File: config.mk
export PLATFORM = sky130hd
export DESIGN_NAME = syla55_32x8x12cm2
export DESIGN_NICKNAME = d
export VERILOG_FILES = /design/src/rtl/sram_pkg.sv /design/src/rtl/sram_delay_line.sv /design/src/rtl/syla55_32x8x12cm2.sv
export SDC_FILE = /design/constraint.sdc
export NUM_CORES = 2
export LEC_CHECK = 0
export BUFFER_PORTS_ARGS = -buffer_cell sky130_fd_sc_hd__buf_2
export CAP_MARGIN = 0
export CORE_UTILIZATION = 60
export DETAILED_ROUTE_END_ITERATION = 7
export PLACE_DENSITY_LB_ADDON = 0.05
export SYNTH_ARGS = -nofsm -noshare
export SYNTH_HDL_FRONTEND = slang
export SYNTH_SLANG_ARGS = --single-unit
File: constraint.sdc
create_clock -name CK -period 6.1 [get_ports CK]
set_clock_uncertainty 0.15 [all_clocks]
set_input_delay 1.22 -clock CK [delete_from_list [all_inputs] [get_ports CK]]
set_output_delay 1.22 -clock CK [all_outputs]
set_load 0.02 [all_outputs]
File: src/rtl/sram_pkg.sv
// sram_pkg: shared geometry, word type and byte-lane mask helper for the 32x96 SRAM model.
`default_nettype none

package sram_pkg;

    localparam int SRAM_BYTE_W    = 8;
    localparam int SRAM_NUM_BYTES = 12;
    localparam int SRAM_DATA_W    = SRAM_BYTE_W * SRAM_NUM_BYTES;

    typedef logic [SRAM_DATA_W-1:0]    word_t;
    typedef logic [SRAM_NUM_BYTES-1:0] web_t;

    // Expands active-low per-byte write enables into a bit mask (1 = lane written).
    function automatic word_t byte_mask(input web_t web_n);
        word_t m;
        m = '0;
        for (int b = 0; b < SRAM_NUM_BYTES; b++) begin
            m[b*SRAM_BYTE_W +: SRAM_BYTE_W] = {SRAM_BYTE_W{~web_n[b]}};
        end
        return m;
    endfunction

endpackage

`default_nettype wire

File: src/rtl/sram_delay_line.sv
// sram_delay_line: reset-to-zero register chain of NUM_STAGES stages (NUM_STAGES >= 1).
`default_nettype none

module sram_delay_line #(
    parameter int NUM_STAGES = 1,
    parameter int DATA_WIDTH = 1
) (
    input  logic                  CK,
    input  logic                  RESET,
    input  logic [DATA_WIDTH-1:0] DIN,
    output logic [DATA_WIDTH-1:0] DOUT
);

    logic [DATA_WIDTH-1:0] stage_q [NUM_STAGES];

    always_ff @(posedge CK or posedge RESET) begin
        if (RESET) begin
            for (int i = 0; i < NUM_STAGES; i++) begin
                stage_q[i] <= '0;
            end
        end else begin
            stage_q[0] <= DIN;
            for (int i = 1; i < NUM_STAGES; i++) begin
                stage_q[i] <= stage_q[i-1];
            end
        end
    end

    assign DOUT = stage_q[NUM_STAGES-1];

endmodule

`default_nettype wire

File: src/rtl/syla55_32x8x12cm2.sv
// ============================================================================
// Module      : syla55_32x8x12cm2
// Description : 32x96 single-port SRAM model, active-low CSB/WEB,
//               registered DO, optional read latency pipeline.
// Revision    : 1.1
// ============================================================================
`default_nettype none

module syla55_32x8x12cm2
    import sram_pkg::*;
#(
    parameter int    WORDS     = 32,
    parameter int    ADDR_W    = 5,
    parameter int    BYTE_W    = SRAM_BYTE_W,
    parameter int    NUM_BYTES = SRAM_NUM_BYTES,
    parameter int    READ_LAT  = 1,
    parameter string INIT_FILE = ""
) (
    input  logic                        CK,
    input  logic                        RESET,
    input  logic                        CSB,
    input  logic [NUM_BYTES-1:0]        WEB,
    input  logic [ADDR_W-1:0]           A,
    input  logic [BYTE_W*NUM_BYTES-1:0] DI,
    input  logic                        DVSE,
    input  logic [3:0]                  DVS,
    output logic [BYTE_W*NUM_BYTES-1:0] DO
);

    localparam int                C_DATA_W  = BYTE_W * NUM_BYTES;
    localparam int                C_IDX_W   = (WORDS > 1) ? $clog2(WORDS) : 1;
    localparam logic [ADDR_W:0]   C_WORDS_L = (ADDR_W+1)'(WORDS);

    logic [C_DATA_W-1:0] r_mem [WORDS];
    logic [C_DATA_W-1:0] r_do;
    logic [C_DATA_W-1:0] w_do_d;

    logic                w_in_range;
    logic [C_IDX_W-1:0]  w_idx;
    logic                w_rd_cmd;
    logic                w_wr_en;
    logic [C_DATA_W-1:0] w_wmask;
    logic [C_DATA_W-1:0] w_rd_data;
    logic [C_DATA_W:0]   w_pipe_in;
    logic [C_DATA_W:0]   w_pipe_out;
    logic                w_unused;

    assign w_in_range = ({1'b0, A} < C_WORDS_L);
    assign w_idx      = A[C_IDX_W-1:0];
    assign w_rd_cmd   = !CSB && (&WEB);
    assign w_wr_en    = !CSB && !(&WEB) && w_in_range;

    generate
        if (BYTE_W == SRAM_BYTE_W && NUM_BYTES == SRAM_NUM_BYTES) begin : g_pkg_mask
            assign w_wmask = byte_mask(WEB);
        end else begin : g_lane_mask
            for (genvar b = 0; b < NUM_BYTES; b++) begin : g_lane
                assign w_wmask[b*BYTE_W +: BYTE_W] = {BYTE_W{~WEB[b]}};
            end
        end
    endgenerate

    // Array has no reset: contents survive RESET by design.
    always_ff @(posedge CK) begin
        if (w_wr_en) begin
            r_mem[w_idx] <= (r_mem[w_idx] & ~w_wmask) | (DI & w_wmask);
        end
    end

    assign w_unused = ^{DVSE, DVS, (INIT_FILE == "")};

    // Out-of-range reads still complete, returning zero.
    assign w_rd_data = (w_rd_cmd && w_in_range) ? r_mem[w_idx] : '0;
    assign w_pipe_in = {w_rd_cmd, w_rd_data};

    generate
        if (READ_LAT <= 1) begin : g_no_delay
            assign w_pipe_out = w_pipe_in;
        end else begin : g_delay
            sram_delay_line #(
                .NUM_STAGES (READ_LAT - 1),
                .DATA_WIDTH (C_DATA_W + 1)
            ) u_delay (
                .CK    (CK),
                .RESET (RESET),
                .DIN   (w_pipe_in),
                .DOUT  (w_pipe_out)
            );
        end
    endgenerate

    always_comb begin
        w_do_d = r_do;
        if (w_pipe_out[C_DATA_W]) begin
            w_do_d = w_pipe_out[C_DATA_W-1:0];
        end
    end

    always_ff @(posedge CK or posedge RESET) begin
        if (RESET) begin
            r_do <= '0;
        end else begin
            r_do <= w_do_d;
        end
    end

    assign DO = r_do;

endmodule

`default_nettype wire

==> run_results.csv <==
group,metric,value,unit
placed_design,io_buffers,211,
final_layout,fin_area,136800,um2
clock_tree,clock-sinks,3168,
pwr,switching_power,0.009567,W
placed_design,place_ws,0.8890,ns
final_layout,synthToLayoutAreaGrowth,13.83,%
setup_path,ff2ff_setup_slack,3.44,ns
final_layout,n_fill_cell,12840,
placed_design,place_hpwl,161500,um
setup_path,r2r_start,"r_mem[18][14]",
pwr,ir_drop,290.3,uV
route,dr.pass1.iters,5,
pwr,intPower,0.03631,W
synthesis,netlist_top_cells_area,"edfxtp_1 (77%), mux2i_1 (13%), o22ai_1 (4.0%)",
floorplanning,core_area,198200,um2
final_layout,nets,7017,
synthesis,synthFlopType,"edfxtp_1",
synthesis,synthMuxAreaShare,12.79,%
setup_path,worstPathMaxFanout,38,
synthesis,synth.yosys.warnings,0,
clock_tree,cts_hold_buf,0,
setup_path,cp.arrival,4.60,ns
route,wirelength,325700,um
global_route,grt_pass1_wl,456300,um
flow_run,cap_violations,0,
timing,worst_slew_pin_slew,1.350,ns
synthesis,syn-instance-count,6514,
global_route,grt_usage,31.88,%
synthesis,synthDistinctLibCells,26,
timing,rsz0062_at_grt,"no",
route,remaining_drc_errors,0,
global_route,grt_max_degree,102,
route,vias_per_cell,6.664,
synthesis,synth-seq-cells,3168,
timing,timing.final.ws_setup,1.840,ns
floorplanning,std_cell_rows,163,
route,num_vias,65230,
timing,fin_crit,4.260,ns
clock_tree,ctsResizeCount,0,
placed_design,place_area,126600,um2
timing,hold_viol_final,0,
floorplanning,die_x,449.6,um
synthesis,yosysTopAreaCellShare,76.75,%
setup_path,crit_path_end_kind,"register",
setup_path,path_class,"in2reg",
synthesis,synth-compound-area-share,4.997,%
pwr,clock_power_share,41.5,%
synthesis,synthXorXnorAreaFrac,0,%
outcome,outcome,"finished clean",
floorplanning,die_h,449.6,um
clock_tree,cts_tree,"done",
clock_tree,clock_latency,0.95,ns
pwr,pwr-share-seq,53.5,%
global_route,gr-total-overflow,0,
pwr,p_per_area,335.3,nW/um2
route,drtAntennaViolNets,0,
synthesis,synth_top_area_cell,"edfxtp_1",
setup_path,startpoint_type,"input pin",
setup_path,startpoint,"A[4]",
synthesis,synth_most_common_cell,"edfxtp_1",
clock_tree,clockBufferDepth,4,
floorplanning,dieArea,202100,um2
placed_design,gp_congestion,0.7839,
pwr,cellLeakagePower,47.77,nW
synthesis,synth_top_family_by_area,"multiplexers",
synthesis,synth_edf_count,3072,
hold_path,hold_path_class,"in2async",
timing,fmax,234.7,MHz
timing,setup_viol,0,
timing,slew_viol_final,0,
global_route,antenna_found_initial,10,
timing,relSlewSlack,9.727,%
pwr,combPwrFrac,5.0,%
pwr,switching_share,20.85,%
clock_tree,h-tree-depth,5,
route,post_drt_wl_per_cell,33.27,um
synthesis,syn_area,120200,um2
route,dr.first_iter.drc_count,7699,
clock_tree,clk_pin_slew,0.06,ns
setup_path,r2r-end,"r_mem[31][14]",
setup_path,cp.required,6.44,ns
synthesis,seq_area_frac_synth,78.75,%
clock_tree,postCtsSetupBuffers,0,
floorplanning,io-pin-count,217,
clock_tree,cts-root-buf,"clkbuf_16",
final_layout,layout-drive-gt1-share,14.61,%
synthesis,synth_nets,6635,
setup_path,rr_worst_depth,4,
synthesis,yosys.area_share.simple,1.941,%
synthesis,synth-adder-area-share,0,%
synthesis,async_flop_share,3.030,%
clock_tree,cts_buffers,325,
setup_path,cp-endpoint,"r_mem[20][31]",
synthesis,yosys-top-cells-count,"edfxtp_1 (3072), mux2i_1 (1536), o22ai_1 (768)",
timing,period_share,69.84,%
synthesis,avgSynthCellArea,18.45,um2
floorplanning,start_util,60.63,%
global_route,grt_pass1_vias,63110,
## through the flow
| step | util, % | setup TNS (ns) | cells | hold WS, ns | power (W) |
|---|---|---|---|---|---|
| global route | 69.02 | 0 | 9785 | 0.2209 | 0.04701 |
| detailed placement | 63.86 | 0 | 9206 | 0.3867 | 0.02725 |
| finish | 69.02 | 0 | 9788 | 0.2272 | 0.04588 |
| floorplan | - | -2459.73 | 6514 | 0.4867 | 0.02638 |
| global placement | 63.86 | 0 | 9206 | 0.3823 | 0.02717 |
| CTS | 68.96 | 0 | 9774 | 0.2021 | 0.04603 |
## cells by family (layout without fill, tap and decap cells)
group | Yosys count | in the layout
muxes | 1536 | 1536
DFF | 3168 | 3168
buffers and inverters | 400 | 1023
other | 0 | 11
and+or+nand+nor | 450 | 450
AOI/OAI and AO/OA | 960 | 960
## cell usage in the layout, fill, tap and decap left out, types with 23 or more instances in the layout
cell type  netlist  layout
edfxtp_1      3072    3072
mux2i_1       1536    1536
o22ai_1        768     768
clkbuf_16        0     330
buf_2          179     210
nor2_1         221     193
nor4_1         193     192
buf_4           13     155
a31oi_1        192      97
dfrtp_1         96      96
a31oi_2          0      88
buf_12           0      86
clkbuf_1       182      81
clkinv_2         0      60
clkinv_1         0      43
nor2_4           0      28
clkbuf_8         0      24
bufinv_16        0      23
## sequential cells by signal (all words and copies together) (netlist names)
name and flops:
r_mem 3072, DO 96
## how the worst min path moves through the flow
stage | cells past startpoint | endpoint | slack, ns
2_1_floorplan | 2 | DO[0] | 0.49
3_3_place_gp | 2 | DO[45] | 0.38
3_5_place_dp | 2 | DO[55] | 0.39
4_1_cts | 2 | DO[82] | 0.20
5_1_grt | 2 | DO[82] | 0.22
6_report | 2 | DO[80] | 0.23
## per-layer routing
layer	track usage, %	routed length [um]	vias to the layer above
li1	-	-	27410
met1	43.99	128100	34050
met2	52.38	158800	3089
met3	4.361	25890	679
met4	11.71	12900	2
met5	0	13	-
## power groups by stage
stage          Combinational (W)  Clock [W]  Sequential (W)
2_1_floorplan            0.00135          0          0.0250
4_1_cts                  0.00226     0.0192          0.0245
3_3_place_gp             0.00218          0          0.0250
6_report                 0.00228     0.0191          0.0245
3_5_place_dp             0.00225          0          0.0250
5_1_grt                  0.00242     0.0200          0.0245
## layout make-up
| class | instances | area, um2 | area share (%) |
|---|---|---|---|
| clock inverter | 133 | 1217 | 0.8898 |
| antenna | 11 | 27.53 | 0.02012 |
| sequential | 3168 | 94650 | 69.18 |
| tap | 2640 | 3303 | 2.414 |
| clock buffer | 435 | 8892 | 6.499 |
| timing repair buffer | 454 | 3970 | 2.902 |
| multi-input combinational | 2946 | 24760 | 18.09 |
| inverter | 1 | 8.758 | 0.006401 |
## worst max-delay path: stages
cell     delay [ns]
buf_2          0.59
or4b_4         1.05
buf_4          0.37
o22ai_1        0.11
nor4_1         0.59
a31oi_2        0.60
Power figures use the tool's default switching activity.
